## src/rtl/pc_ras_pkg.sv

```systemverilog
// rtl/pc_ras_pkg.sv - opcode, sub-op, PC-select and RAS-op encodings for pc_ras
package pc_ras_pkg;

  localparam logic [5:0] OP_ALU = 6'h00;
  localparam logic [5:0] TY_J   = 6'h02;
  localparam logic [5:0] TY_B   = 6'h04;
  localparam logic [5:0] JR     = 6'h08;

  localparam logic BEQ = 1'b0;
  localparam logic BNE = 1'b1;
  localparam logic JJ  = 1'b0;
  localparam logic JAL = 1'b1;

  typedef enum logic [1:0] {
    PC_4        = 2'd0,
    PC_14BIT    = 2'd1,
    PC_24BIT    = 2'd2,
    PC_REGISTER = 2'd3
  } pc_sel_e;

  typedef enum logic [1:0] {
    RAS_OP_NONE = 2'd0,
    RAS_OP_PUSH = 2'd1,
    RAS_OP_POP  = 2'd2
  } ras_op_e;

endpackage

```

## src/rtl/pc_ras_ras_stack.sv

```systemverilog
// rtl/pc_ras_ras_stack.sv - circular return-address stack with sticky overflow/underflow
// A push while full overwrites the oldest entry, which is the slot the write pointer has wrapped onto.
module ras_stack #(
  parameter int DEPTH = 4,
  parameter int WIDTH = 10
) (
  input  logic             clock,
  input  logic             reset,
  input  logic             push,
  input  logic             pop,
  input  logic [WIDTH-1:0] push_data,
  output logic [WIDTH-1:0] top,
  output logic             empty,
  output logic             full,
  output logic             overflow,
  output logic             underflow
);

  localparam int PW = $clog2(DEPTH);
  localparam int CW = PW + 1;
  localparam logic [CW-1:0] FULL_CNT = CW'(DEPTH);

  logic [WIDTH-1:0] mem [DEPTH];
  logic [PW-1:0]    ptr;
  logic [CW-1:0]    count;
  logic [PW-1:0]    top_idx;

  assign top_idx = ptr - PW'(1);
  assign empty   = (count == '0);
  assign full    = (count == FULL_CNT);
  assign top     = empty ? '0 : mem[top_idx];

  always_ff @(negedge clock) begin
    if (reset) begin
      ptr       <= '0;
      count     <= '0;
      overflow  <= 1'b0;
      underflow <= 1'b0;
    end else if (push) begin
      mem[ptr] <= push_data;
      ptr      <= ptr + PW'(1);
      if (full) overflow <= 1'b1;
      else      count    <= count + CW'(1);
    end else if (pop) begin
      if (empty) begin
        underflow <= 1'b1;
      end else begin
        ptr   <= top_idx;
        count <= count - CW'(1);
      end
    end
  end

endmodule

```

## src/rtl/pc_ras.sv

```systemverilog
// rtl/pc_ras.sv - fetch-stage program counter with return-address prediction for JR
// The RAS is advisory: JR always redirects to reg_rb_data; the stack only feeds the mispredict counter.
module pc_ras
  import pc_ras_pkg::*;
#(
  parameter int                PC_WIDTH    = 10,
  parameter int                RAS_DEPTH   = 4,
  parameter logic [PC_WIDTH-1:0] RESET_PC  = '0,
  parameter int                INSTR_BYTES = 4,
  parameter int                CNT_WIDTH   = 8
) (
  input  logic                 clock,
  input  logic                 reset,
  input  logic                 enable_pc,
  input  logic                 do_hazard,
  input  logic [5:0]           opcode,
  input  logic                 sub_op_b,
  input  logic                 sub_op_j,
  input  logic                 reg_rt_ra_equal,
  input  logic [13:0]          imm_14bit,
  input  logic [23:0]          imm_24bit,
  input  logic [31:0]          reg_rb_data,
  output logic [PC_WIDTH-1:0]  current_pc,
  output logic                 do_jump_link,
  output logic [PC_WIDTH-1:0]  link_pc,
  output logic                 do_flush_REG1,
  output logic [PC_WIDTH-1:0]  ras_predict_pc,
  output logic                 ras_empty,
  output logic                 ras_full,
  output logic                 ras_overflow,
  output logic                 ras_underflow,
  output logic [CNT_WIDTH-1:0] mispredict_cnt
);

  pc_sel_e             pc_sel;
  ras_op_e             ras_op;
  logic                upd;
  logic                mispredict;
  logic [PC_WIDTH-1:0] base_pc;
  logic [PC_WIDTH-1:0] rb_pc;
  logic [PC_WIDTH-1:0] next_pc;
  logic signed [14:0]  off14;
  logic signed [24:0]  off24;
  logic                unused_rb;

  assign upd          = !reset && !do_hazard && enable_pc;
  assign link_pc      = current_pc;
  assign do_jump_link = (opcode == TY_J) && (sub_op_j == JAL);
  assign rb_pc        = reg_rb_data[PC_WIDTH-1:0];
  assign unused_rb    = ^reg_rb_data[31:PC_WIDTH];
  // Offsets are in halfwords; the target is relative to the branch itself, one step behind current_pc.
  assign base_pc      = current_pc - PC_WIDTH'(INSTR_BYTES);
  assign off14        = {imm_14bit, 1'b0};
  assign off24        = {imm_24bit, 1'b0};

  always_comb begin
    pc_sel = PC_4;
    ras_op = RAS_OP_NONE;
    case (opcode)
      TY_B: begin
        if (((sub_op_b == BEQ) && reg_rt_ra_equal) || ((sub_op_b == BNE) && !reg_rt_ra_equal))
          pc_sel = PC_14BIT;
      end
      TY_J: begin
        pc_sel = PC_24BIT;
        if (sub_op_j == JAL) ras_op = RAS_OP_PUSH;
      end
      JR: begin
        pc_sel = PC_REGISTER;
        ras_op = RAS_OP_POP;
      end
      default: ;
    endcase
  end

  always_comb begin
    next_pc = current_pc + PC_WIDTH'(INSTR_BYTES);
    case (pc_sel)
      PC_14BIT:    next_pc = base_pc + PC_WIDTH'(off14);
      PC_24BIT:    next_pc = base_pc + PC_WIDTH'(off24);
      PC_REGISTER: next_pc = rb_pc;
      default:     ;
    endcase
  end

  assign do_flush_REG1 = (pc_sel != PC_4);
  assign mispredict    = upd && (ras_op == RAS_OP_POP) && !ras_empty && (ras_predict_pc != rb_pc);

  ras_stack #(
    .DEPTH (RAS_DEPTH),
    .WIDTH (PC_WIDTH)
  ) u_ras (
    .clock     (clock),
    .reset     (reset),
    .push      (upd && (ras_op == RAS_OP_PUSH)),
    .pop       (upd && (ras_op == RAS_OP_POP)),
    .push_data (link_pc),
    .top       (ras_predict_pc),
    .empty     (ras_empty),
    .full      (ras_full),
    .overflow  (ras_overflow),
    .underflow (ras_underflow)
  );

  always_ff @(negedge clock) begin
    if (reset) begin
      current_pc     <= RESET_PC;
      mispredict_cnt <= '0;
    end else begin
      if (upd) current_pc <= next_pc;
      if (mispredict && (mispredict_cnt != '1)) mispredict_cnt <= mispredict_cnt + CNT_WIDTH'(1);
    end
  end

endmodule

```

## config.mk

```make
export PLATFORM = sky130hd
export DESIGN_NAME = pc_ras
export DESIGN_NICKNAME = d
export VERILOG_FILES = /design/src/rtl/pc_ras_pkg.sv /design/src/rtl/pc_ras_ras_stack.sv /design/src/rtl/pc_ras.sv
export SDC_FILE = /design/constraint.sdc
export NUM_CORES = 1
export LEC_CHECK = 0
export CAP_MARGIN = 20
export CORE_AREA = 4 4 112 114
export CTS_CLUSTER_SIZE = 28
export DETAILED_ROUTE_END_ITERATION = 10
export DIE_AREA = 0 0 116 118
export PLACE_DENSITY_LB_ADDON = 0.25
export SETUP_SLACK_MARGIN = 0.5
export SYNTH_ARGS = -nofsm -noshare
export SYNTH_HDL_FRONTEND = slang
export SYNTH_SLANG_ARGS = --single-unit
```

## constraint.sdc

```tcl
create_clock -name clock -period 5.1 [get_ports clock]
set_clock_uncertainty 0.05 [all_clocks]
set_input_delay 1.02 -clock clock [delete_from_list [all_inputs] [get_ports clock]]
set_output_delay 1.02 -clock clock [all_outputs]
set_load 0.02 [all_outputs]
```

Yosys cells after proc, flatten, opt, wreduce, memory -nomap -nowiden
Memories as Yosys holds them, arrays and structs flattened. Index checks and enable logic that the tools add are counted. W data, S select, Z words.

Flip-flop bits (word level): 25. Memory bits (writable): 40. Input bits: 83. Output and inout port bits: 44. Memories kept: 1.

Memories: u_ras.mem (depth 4, bits a word 10, read ports 1, clocked after Yosys merged registers in 0, write ports 1, RTL line pc_ras_ras_stack.sv:23) `logic [WIDTH-1:0] mem [DEPTH];`.

Add/subtract/negate cells: 9. Equality and inequality tests: 13. Multiplexer cells: 16. Bitwise logic cells: 2. Reduce and logical (&&, ||, !) cells: 22.

Operators with widths (number): $pmux W10 S3 (1); $add A10 B10 Y10 (2); $mux W3 (4); $add A10 B3 Y10 const B (1); $logic_and A1 B1 Y1 (10); $mux W10 (1); $ne A10 B10 Y1 (1); $sub A10 B3 Y10 const B (1); $add A8 B1 Y8 const B (1); $ne A8 B8 Y1 const B (1); $eq A2 B2 Y1 const B (3); $eq A6 B2 Y1 const B (1); $eq A6 B3 Y1 const B (1); $eq A6 B4 Y1 const B (1); $mux W2 (3); $pmux W2 S3 (1); $reduce_and A3 Y1 (2); $mux W1 (5); $eq A2 B1 Y1 const B (2); $logic_not A1 Y1 (4); $pmux W2 S2 (1); $reduce_and A2 Y1 (2); $reduce_bool A2 Y1 (2); $add A3 B1 Y3 const B (1); other kinds (9) (10).

Longest topological paths before layout
Word-level depth: 7. Gate-level depth with buffers: 17.

By module
Synthesis repeated with hierarchy kept, for this count alone.

Cell total of the unflattened synthesis: 361. Area, all modules: 3898.7 um2.

Modules (own cells, without submodules): ras_stack (instances 1, cells an instance 119, area an instance 1995.7 um2, seq. area each 1341.3 um2); pc_ras (instances 1, cells an instance 242, area an instance 1903.1 um2, seq. area each 360.3 um2).

==> qor.yml <==
hpwl_um: 8240
synth_top_area_cell: "edfxtp_1"
fillers: 925
netlist_instances: 381
cts_tree: "yes"
slew_headroom: 0.616
syn_area_mm2: 0.00397
antenna_left: 0
synth_area_leaders: "edfxtp_1, dfxtp_1, ha_1"
htree_levels: 3
async_flop_share: 0
run_status: "finished with violations"
wire_per_inst_um: 16.1
path_clk_slew_ns: 0.04
dr_total_vias: 4056
max_stage_delay_ns: 0.38
hold_viol_final: 0
grt-ovfl-total: 0
dpl.cell_count: 679
drc: 0
slowest_stage: "or3_4"
crit_family: "compound AO/OA/AOI/OAI gates"
initial_core_util: 0.347
ys_seq_area_frac: 0.429
worstPathMaxFanout: 3
grt_pass1_wl_um: 20800
pre_cts_ws_ns: -2.06
rsz0062_at_grt: "yes"
holdWs_ns: 0.432
hold_class: "flip-flop to flip-flop"
cts-root-buf: "clkbuf_16"
cts_sinks: 65
violations: "negative setup slack"
cpMostUsedCell: "ha_4"
io_buffers: 84
synth_seq_cells: 65
antenna_cells: 0
fin_ws_ns: -1.18
antenna_found_initial: 0
setup_tns_ns: -13.34
cp-start-kind: "input port"
critPathArrivalTime_ns: 3.99
drv_cap: 0
synth_fp_nets: 486
drt_iter0_markers: 171
critPathKind: "input port to flip-flop"
worst_pin_slew_ns: 0.574
crit_buf_inv: 2
synth_edf_count: 40
hold_buffers: 0
vias_per_cell: 5.03
place_congestion: 0.836
fp.dieH_um: 118
grt_pass1_vias: 4213
nets: 764
clk_latency_ns: 0.40
numCtsBuffers: 9
final_cells: 807
clock_path_buffers: 2
synth_cell_types: 56
total_power_mw: 1.58
drive_gt1_frac: 0.506
cp_cell_sequence: "buf_6 -> or3_4 -> nor3_4 -> inv_2 -> ha_4 -> mux2_4 -> ha_4 -> fa_2 -> a21o_1 -> a21oi_2 -> o21bai_2 -> a2111oi_4 -> nor3_2 -> mux2i_1 -> a221oi_2"
setup_violations: 23
grt_usage: 0.191
die_w_um: 116
core_area_mm2: 0.0114
ir_worst_vdd_mv: 0.160
leakagePower_nw: 3.10
row_count: 39
cp.required_ns: 2.81
synthFlopType: "edfxtp_1"
yosysWarnings: 0
pin_count: 127
wl_um: 13000
die_area_mm2: 0.0137
critPathCaptureType: "flip-flop"
pwr_density_cell_mw_per_mm2: 224
synth_top_cell_area_share: 0.303
syn_area_per_cell_um2: 10.4
dr.pass1.iters: 5
grt_max_degree: 16
final-max-slew-violation-count: 0
syn2layout_area_growth_pct: 78.0
cells in the mapped netlist (2+ instances only):
library cell	count
a2111oi_0	2
a211oi_1	2
a21o_1	2
a21oi_1	25
a221oi_1	3
a22oi_1	8
a31oi_1	3
and2_1	14
and3_1	2
buf_4	11
clkbuf_1	10
dfxtp_1	25
edfxtp_1	40
fa_1	2
ha_1	20
inv_1	21
mux2_2	8
mux2i_1	12
mux4_1	3
mux4_2	7
nand2_1	25
nand2b_1	3
nand3_1	13
nand4_1	2
nor2_1	29
nor2b_1	4
nor3_1	12
nor3b_1	3
nor4_1	2
o211ai_1	2
o21ai_0	15
o21bai_1	2
o22ai_1	2
or3_1	7
xnor2_1	13
xor2_1	7
metrics by stage:
step	instance area, µm²	util
6_report	7060	0.618
5_1_grt	7060	0.618
4_1_cts	6730	0.589
3_5_place_dp	5710	0.500
3_3_place_gp	5710	0.500
2_1_floorplan	4130	-
area by class of cell:
class	count	area [µm²]	area share
well taps	143	179	0.0253
multi-input cells	274	2560	0.363
clock inverters	72	312	0.0441
clock buffers	9	225	0.0319
repair buffers	222	1960	0.277
flip-flops and latches	65	1730	0.245
inverters	22	95.1	0.0135
flip-flops by register name, indices dropped and copies added (netlist names):
register and count:
current_pc 10, u_ras.overflow 1, u_ras.count 3, mispredict_cnt 8, u_ras.ptr 2, u_ras.underflow 1
u_ras.mem 40
power breakdown:
group / total [mW] / internal, mW / switching, mW
combinational: 0.220 / 0.117 / 0.103
sequential: 0.559 / 0.557 / 0.00210
clock: 0.803 / 0.445 / 0.358
layout by cell type, fill, tap and decap left out, drive strengths merged, types with 4 or more instances in the layout:
cell type and instances:
xor2 7, nor2 29, mux2i 12, o21ai 15, buf 190, clkbuf 9
and2 19, dlygate4sd2 9, nand3 13, xnor2 13, clkdlybuf4s50 21, nor2b 4
mux2 9, a22oi 9, nand2 25, or3 7, ha 20, mux4 10
edfxtp 40, nor4 4, nor3 13, inv 89, a21oi 26, dfxtp 25
metal layers:
metal	up-vias	wire, µm	track usage
li1	1951	-	-
met1	1938	5440	0.238
met2	151	6700	0.312
met3	16	704	0.0499
met4	0	182	0.0776
met5	-	0	0
worst reg2reg max path, delay by kind of cell (launching register included):
kind,cells,cell delay [ns]
compound gates,2,0.29
buf+inv,4,0.46
flops,1,0.35
mux,2,0.62
xor+xnor,1,0.13
simple gates,2,0.54
fa+ha+maj,1,0.31
final timing paths:
check	start	to	slack [ns]	cells after the start
max	opcode[0]	current_pc[9]	-1.18	15
min	u_ras.overflow	u_ras.overflow	0.43	2
max reg2reg	u_ras.ptr[1]	mispredict_cnt[5]	2.24	12
min reg2reg	u_ras.overflow	u_ras.overflow	0.43	2
logic make-up (layout without fill, tap and decap cells):
logic type,count (synthesis),after routing,synth area share
AOI/OAI and AO/OA,73,73,0.119
xor gates and xnor gates,20,20,0.0442
adders and majority gates,22,22,0.0732
buffers and inverters,46,325,0.0562
DFF,65,65,0.429
muxes,31,31,0.115
and+or+nand+nor,124,128,0.163
repair_timing:
item	in CTS	in global routing
setup buffers	31	12
gates resized for setup	349	67
cloned	5	0
setup endpoints to repair	107	96
pin swaps	56	30
endpoints found under the hold margin	0	0
Note: power is estimated with default switching activity, not from simulation.
